File: src/rtl/mux_sel_arbiter.sv
// Round-robin arbiter driving the select lines of a 4x1 mux.
// Registered grant/select outputs with a one-cycle idle gap between grants.
module mux_sel_arbiter #(
    parameter int MAX_HOLD = 8,
    parameter int HOLD_W   = 4
) (
    input  logic       clk,
    input  logic       rst,
    input  logic [3:0] req,
    output logic [3:0] gnt,
    output logic       s1,
    output logic       s0,
    output logic       valid,
    output logic       preempt
);
    typedef enum logic {IDLE, GRANT} state_t;

    localparam logic [HOLD_W-1:0] HOLD_MAX = HOLD_W'(MAX_HOLD);

    state_t            state;
    logic [1:0]        ptr;
    logic [HOLD_W-1:0] hold_cnt;
    logic [1:0]        pick;
    logic [1:0]        cur;
    logic              expired;

    // The select lines already hold the granted channel index.
    assign cur     = {s1, s0};
    assign expired = (MAX_HOLD != 0) && (hold_cnt == HOLD_MAX) && ((req & ~gnt) != 4'b0000);

    // Scan from farthest to nearest so the nearest requester after ptr wins.
    always_comb begin
        pick = ptr;
        for (int k = 3; k >= 0; k--) begin
            if (req[ptr + 2'(k)])
                pick = ptr + 2'(k);
        end
    end

    always_ff @(posedge clk) begin
        if (rst) begin
            state    <= IDLE;
            gnt      <= 4'b0000;
            s1       <= 1'b0;
            s0       <= 1'b0;
            valid    <= 1'b0;
            preempt  <= 1'b0;
            ptr      <= 2'd0;
            hold_cnt <= '0;
        end else begin
            case (state)
                IDLE: begin
                    preempt <= 1'b0;
                    if (req != 4'b0000) begin
                        gnt      <= 4'b0001 << pick;
                        {s1, s0} <= pick;
                        valid    <= 1'b1;
                        hold_cnt <= HOLD_W'(1);
                        state    <= GRANT;
                    end
                end
                GRANT: begin
                    if (!req[cur] || expired) begin
                        // A voluntary drop wins over a coincident expiry.
                        preempt <= req[cur];
                        gnt     <= 4'b0000;
                        valid   <= 1'b0;
                        ptr     <= cur + 2'd1;
                        state   <= IDLE;
                    end else begin
                        preempt <= 1'b0;
                        if (MAX_HOLD != 0 && hold_cnt != HOLD_MAX)
                            hold_cnt <= hold_cnt + 1'b1;
                    end
                end
                default: state <= IDLE;
            endcase
        end
    end
endmodule

File: config.mk
export PLATFORM = sky130hd
export DESIGN_NAME = mux_sel_arbiter
export DESIGN_NICKNAME = d
export VERILOG_FILES = /design/src/rtl/mux_sel_arbiter.sv
export SDC_FILE = /design/constraint.sdc
export NUM_CORES = 1
export LEC_CHECK = 0
export CORE_MARGIN = 1
export CORE_UTILIZATION = 50
export CTS_CLUSTER_DIAMETER = 30
export DETAILED_ROUTE_END_ITERATION = 8
export PLACE_DENSITY = 0.76
export SETUP_SLACK_MARGIN = 0.15
export SLEW_MARGIN = 25
export SYNTH_ARGS = -nofsm -noshare
export SYNTH_HDL_FRONTEND = slang
export SYNTH_SLANG_ARGS = --single-unit
File: constraint.sdc
create_clock -name clk -period 1.97 [get_ports clk]
set_input_delay 0.197 -clock clk [delete_from_list [all_inputs] [get_ports clk]]
set_output_delay 0.197 -clock clk [all_outputs]
set_load 0.01 [all_outputs]
---- Word level (Yosys, flattened, before mapping) ----
Index checks and enable logic that the tools add are counted.
word-level totals
  flip-flop bits (word level) ............. 15
  bits of input ports ..................... 6
  output and inout bits ................... 8
  logic and storage cells ................. 66
cells by class
  add/subtract/negate cells ............... 5
  magnitude comparators ................... 5
  equality and inequality tests ........... 6
  shifts and indexed selects .............. 1
  mux-type cells .......................... 29
  bitwise logic cells ..................... 3
  reductions and logical operators ........ 9
operators by type and width
  cell                                                         number
  2-to-1 mux 4 bit                                             5
  case mux 4 bit (2 select lines)                              2
  less-than comparator 2 x 3 -> 1 bit (second input constant)  5
  binary-select mux 1 bit (select 2 bit)                       5
  2-to-1 mux 1 bit                                             10
  2-to-1 mux 2 bit                                             4
  nonzero test 4 bit                                           2
  case mux 1 bit (2 select lines)                              3
  AND reduction 2 bit                                          3
  adder 2 x 1 -> 2 bit (second input constant)                 2
  adder 2 bit (second input constant)                          2
  adder 4 x 1 -> 4 bit (second input constant)                 1
  AND 4 bit                                                    1
  == test 4 bit (second input constant)                        1
  inequality test 2 x 1 -> 1 bit (second input constant)       2
  inequality test 2 bit (second input constant)                2
  inequality test 4 bit (second input constant)                1
  NOT 4 bit                                                    1
  left shift 1 x 2 -> 4 bit (first input constant)             1
  AND reduction 3 bit                                          1
  logical AND 1 bit                                            1
  logical NOT 1 bit                                            1
  logical OR 1 bit                                             1
  NOT 1 bit                                                    1

---- Longest topological paths before layout ----
  depth after elaboration ................. 10
  depth in mapped cells ................... 6
  mapped depth without buffers ............ 6

---- Worst setup path before layout ----
OpenSTA, ideal clock, no wires.
  path type ............................... reg2reg
  start point ............................. reg s0
  end point ............................... reg ptr[0]
  setup time .............................. 0.123 ns
  arrival ................................. 1.685 ns
  required time ........................... 1.847 ns
  slack ................................... 0.161 ns
  cell stages (with the launch flop) ...... 4
  path buffers ............................ 0
  clock period less this slack ............ 1.809 ns
  path through ............................ dfxtp_1 > mux4_2 > a21boi_2 > mux2_1
on the way
  longest elaborated chain between the ends .. 5
  elaborated cells on any way between the ends .. 6
  classes of those cells .................. add/sub (1); mux (2); reduce/logical (3)
RTL lines
  item                                    RTL line  RTL
  start, declared                         12        output logic s0,
  start signal, assigned                  56        {s1, s0} <= pick;
  binary-select mux 1 bit (select 2 bit)  63        if (!req[cur] || expired) begin
  2-to-1 mux 1 bit (not written as such)  63
  logical NOT 1 bit                       63
  logical OR 1 bit                        63
  AND reduction 2 bit (no source line)    n/a
  end signal, assigned                    68        ptr <= cur + 2'd1;
  end, declared                           21        logic [1:0] ptr;
Parallel ways exist; a longest one is shown, timed or not. The select of a mux whose other input is x is not followed.
A chain may end at the register's enable or synchronous reset.

---- Worst setup path in the final report ----
  start point ............................. in req[3]
  end point ............................... reg gnt[3]
on the way
  longest elaborated chain between the ends .. 9
  elaborated cells on any way between the ends .. 26
  classes of those cells .................. eq/ne (2); shift (1); mux (16); bitwise (1); reduce/logical (6)
RTL lines
  item                                    RTL line  RTL
  start, declared                         9         input logic [3:0] req,
  binary-select mux 1 bit (select 2 bit)  35        if (req[ptr + 2'(k)])
  2-to-1 mux 1 bit (not written as such)  35
  2-to-1 mux 2 bit (4 in a row)           35
  left shift 1 x 2 -> 4 bit               55        gnt <= 4'b0001 << pick;
  2-to-1 mux 4 bit                        54        if (req != 4'b0000) begin
  case mux 4 bit (2 select lines)         51        case (state)
  end signal, assigned                    55
  end, declared                           10        output logic [3:0] gnt,
Parallel ways exist; a longest one is shown, timed or not. The select of a mux whose other input is x is not followed.

==> results <==
## critical path, cell delays in order
cell and delay [ns]:
clkdlybuf4s50_1 0.60, nor4_1 0.12, or2_0 0.24, or4_4 0.58, o32ai_2 0.20
## cell type report
type / instances / area (sq um) / area share
clock buffers: 4 / 26.28 / 0.02395
well taps: 16 / 20.02 / 0.01824
flip-flops and latches: 15 / 300.3 / 0.2737
inverters: 3 / 11.26 / 0.01026
multi-input cells: 70 / 511.7 / 0.4664
repair buffers: 26 / 227.7 / 0.2075
## power groups by stage
| stage | registers (W) | logic [W] | clock network (W) |
|---|---|---|---|
| final | 0.000344 | 0.000178 | 0.000177 |
| after global routing | 0.000347 | 0.000193 | 0.000192 |
| after CTS | 0.000343 | 0.000177 | 0.000184 |
| after detailed placement | 0.000350 | 0.000177 | 0 |
| after global placement | 0.000350 | 0.000174 | 0 |
| after floorplan | 0.000351 | 0.0000898 | 0 |
## routing by layer
metal,global-route usage,part of all wire,vias up
li1,-,-,391
met1,0.3130,0.49,347
met2,0.3394,0.44,31
met3,0.08085,0.051,6
met4,0.1000,0.021,0
met5,0,0,-
## cell families (layout without fill, tap and decap cells)
logic type	Yosys count	in the layout
AO/OA/AOI/OAI	21	21
flip-flops	15	15
buffers and inverters	6	33
AND/OR/NAND/NOR	41	41
XOR/XNOR	2	2
adder cells (fa/ha/maj)	2	2
multiplexers	4	4
## how the worst max path moves through the flow
stage                                to  slack (ns)  depth (start not counted)
CTS                 gnt[1]$_SDFFE_PP0P_        0.26                          5
detailed placement  gnt[1]$_SDFFE_PP0P_       -0.04                          5
global placement    gnt[1]$_SDFFE_PP0P_      -0.004                          5
global route        gnt[3]$_SDFFE_PP0P_        0.16                          5
finish              gnt[3]$_SDFFE_PP0P_        0.23                          5
floorplan           ptr[0]$_SDFFE_PP0P_        0.16                          3
## flip-flops by register name, summed over array words and instances, names as in the netlist
name,cells
state,1
hold_cnt,4
gnt,4
valid,1
s0,1
preempt,1
s1,1
ptr,2
## per-stage QoR
stage	std cells	TNS, ns	hold WS [ns]	util	total power (W)
global route	134	0	0.5601	0.7119	0.0007328
global placement	130	-0.007636	0.4784	0.6948	0.0005242
finish	134	0	0.4906	0.7119	0.0006988
floorplan	91	0	0.4137	-	0.0004410
detailed placement	130	-0.07069	0.4830	0.6948	0.0005266
CTS	134	0	0.4945	0.7119	0.0007041
## placed cells by master, fill, tap and decap left out, types with 2 or more instances in the layout
master and count:
a21oi_1 5, and3_1 2, buf_4 13, clkbuf_4 3, clkdlybuf4s50_1 13, dfxtp_1 15, ha_1 2, inv_1 3
mux2_1 2, nand2_1 4, nand2b_1 2, nand3_1 2, nand3b_1 5, nor2_1 5, nor2b_1 4, nor3_1 6
o32ai_1 3, o32ai_2 2, or2b_1 5
==> results.tsv <==
stage	metric	value	unit
logic_synthesis	synth.avg_cell_area	9.185	sq um
clocking	worstSkewPairLatency	0.29	ns
clocking	ctsResizeCount	0	
logic_synthesis	synth_compound_area_frac	0.2051	
logic_synthesis	yosysTopAreaCellShare	0.3593	
floorplanning	start_util	0.5422	
min_path	hold_path_end	valid$_SDFFE_PP0P_	
logic_synthesis	synth_seq_area_share	0.3593	
layout	antenna_cells	0	
pwr	ir_worst_vdd	0.4580	mV
pwr	power_frac_clock	0.253	
worst_setup_path	startpoint_type	input port	
place	dp_hpwl	1437	microns
logic_synthesis	yosys.area_share.simple	0.2904	
logic_synthesis	synth_warnings	0	
floorplanning	chipWidth	42.89	microns
min_path	min_delay_path_depth	2	
logic_synthesis	synth.most_common_cell	dfxtp_1	
global_route	grt_pass1_wl	3139	microns
flow_run	maxCapViolCount	0	
pwr	p_int	0.0004972	W
floorplanning	coreArea	1541	sq um
pwr	p_leak	0.4338	nW
logic_synthesis	syn_nets	99	
drt	wl_per_cell	14.01	microns
pwr	switching_power	0.0002016	W
drt	ant_nets	0	
global_route	antenna_found_initial	0	
min_path	hp-class	register to register	
logic_synthesis	syn_area	835.8	sq um
pwr	power_frac_seq	0.492	
worst_setup_path	reg2reg_from	s0$_SDFFE_PP0P_	
timing	max_freq	575.4	MHz
logic_synthesis	synth_common_cells	15 x dfxtp_1, 6 x nor3_1	
drt	first_iter_violations	24	
timing	layout_setup_ws	0.2321	ns
place	place_ws	-0.03980	ns
pwr	swShare	0.2884	
clocking	clock_sinks	15	
pwr	p_comb_frac	0.255	
layout	postLayoutCellArea	1097	sq um
min_path	holdCritStartpoint	valid$_SDFFE_PP0P_	
outcome	status	finished clean	
worst_setup_path	crit_required	2.17	ns
clocking	h-tree-depth	1	
logic_synthesis	synth_mux_area_frac	0.06587	
drt	wl	1877	microns
logic_synthesis	synth.largest_area_cell	dfxtp_1	
logic_synthesis	yosysUniqueCellTypes	39	
worst_setup_path	worst-path-max-fanout	8	
place	portBuffers	13	
layout	fillCellCount	119	
clocking	cts-buffers-inserted	3	
place	dpl_cell_area	1071	sq um
layout	drive_gt1_frac	0.1864	
timing	min_period_over_period	0.8822	
floorplanning	die_h	42.89	microns
drt	vias	775	
floorplanning	io_pins	14	
worst_setup_path	crit_path_start	req[3]	
clocking	cts_tree	yes	
logic_synthesis	ys.flop_type	dfxtp_1	
floorplanning	design.die.area	1839	sq um
timing	final_max_slew_viol_count	0	
clocking	clk_pin_slew_worst_paths	0.08	ns
worst_setup_path	r2r_slack	0.30	ns
timing	grt_setup_unrepaired	no	
timing	finalClockSkew	0.01440	ns
logic_synthesis	synthArstFlopShare	0	
global_route	grt-ovfl-total	0	
clocking	cts_buffer_depth	2	
worst_setup_path	crit_arrival	1.93	ns
layout	syn_to_final_growth	31.29	%
global_route	grt_usage	0.2341	
timing	post-route-min-period	1.738	ns
logic_synthesis	synth_area_leaders	dfxtp_1 36%, nand3b_1 4.5%, or2b_1 4.5%	
logic_synthesis	yosys.area_share.adder	0.02994	
drt	dr.pass1.iters	4	
layout	nets	127	
global_route	grt_pass1_vias	694	
drt	drc	0	
timing	setup_violations	0	
worst_setup_path	path_class	input port to register	
pwr	powerDensity	636.8	nW/um^2
worst_setup_path	r2r-end	hold_cnt[1]$_SDFFE_PP0P_	
clocking	post_cts_buffers	0	
timing	worstMarginPinSlew	0.3949	ns
logic_synthesis	synth_xor_area_frac	0.02096	
logic_synthesis	synth_edf_count	0	
drt	vias_per_cell	5.784	
logic_synthesis	synth-seq-cells	15	
global_route	grt_start_max_net_pins	15	
clocking	hold_buffers	0	
worst_setup_path	worstRegToRegCells	4	
clocking	cts_root_buf	clkbuf_4	
floorplanning	row_count	14	
worst_setup_path	end_kind	register	
logic_synthesis	syn_inst	91	
place	place.gp.congestion	0.8690	
timing	finalHoldViolCount	0	
logic_synthesis	synth_top_family_by_area	simple AND/OR/NAND/NOR gates	
timing	maxSlewHeadroom	0.7340	
Note: power is estimated with default switching activity, not from simulation.
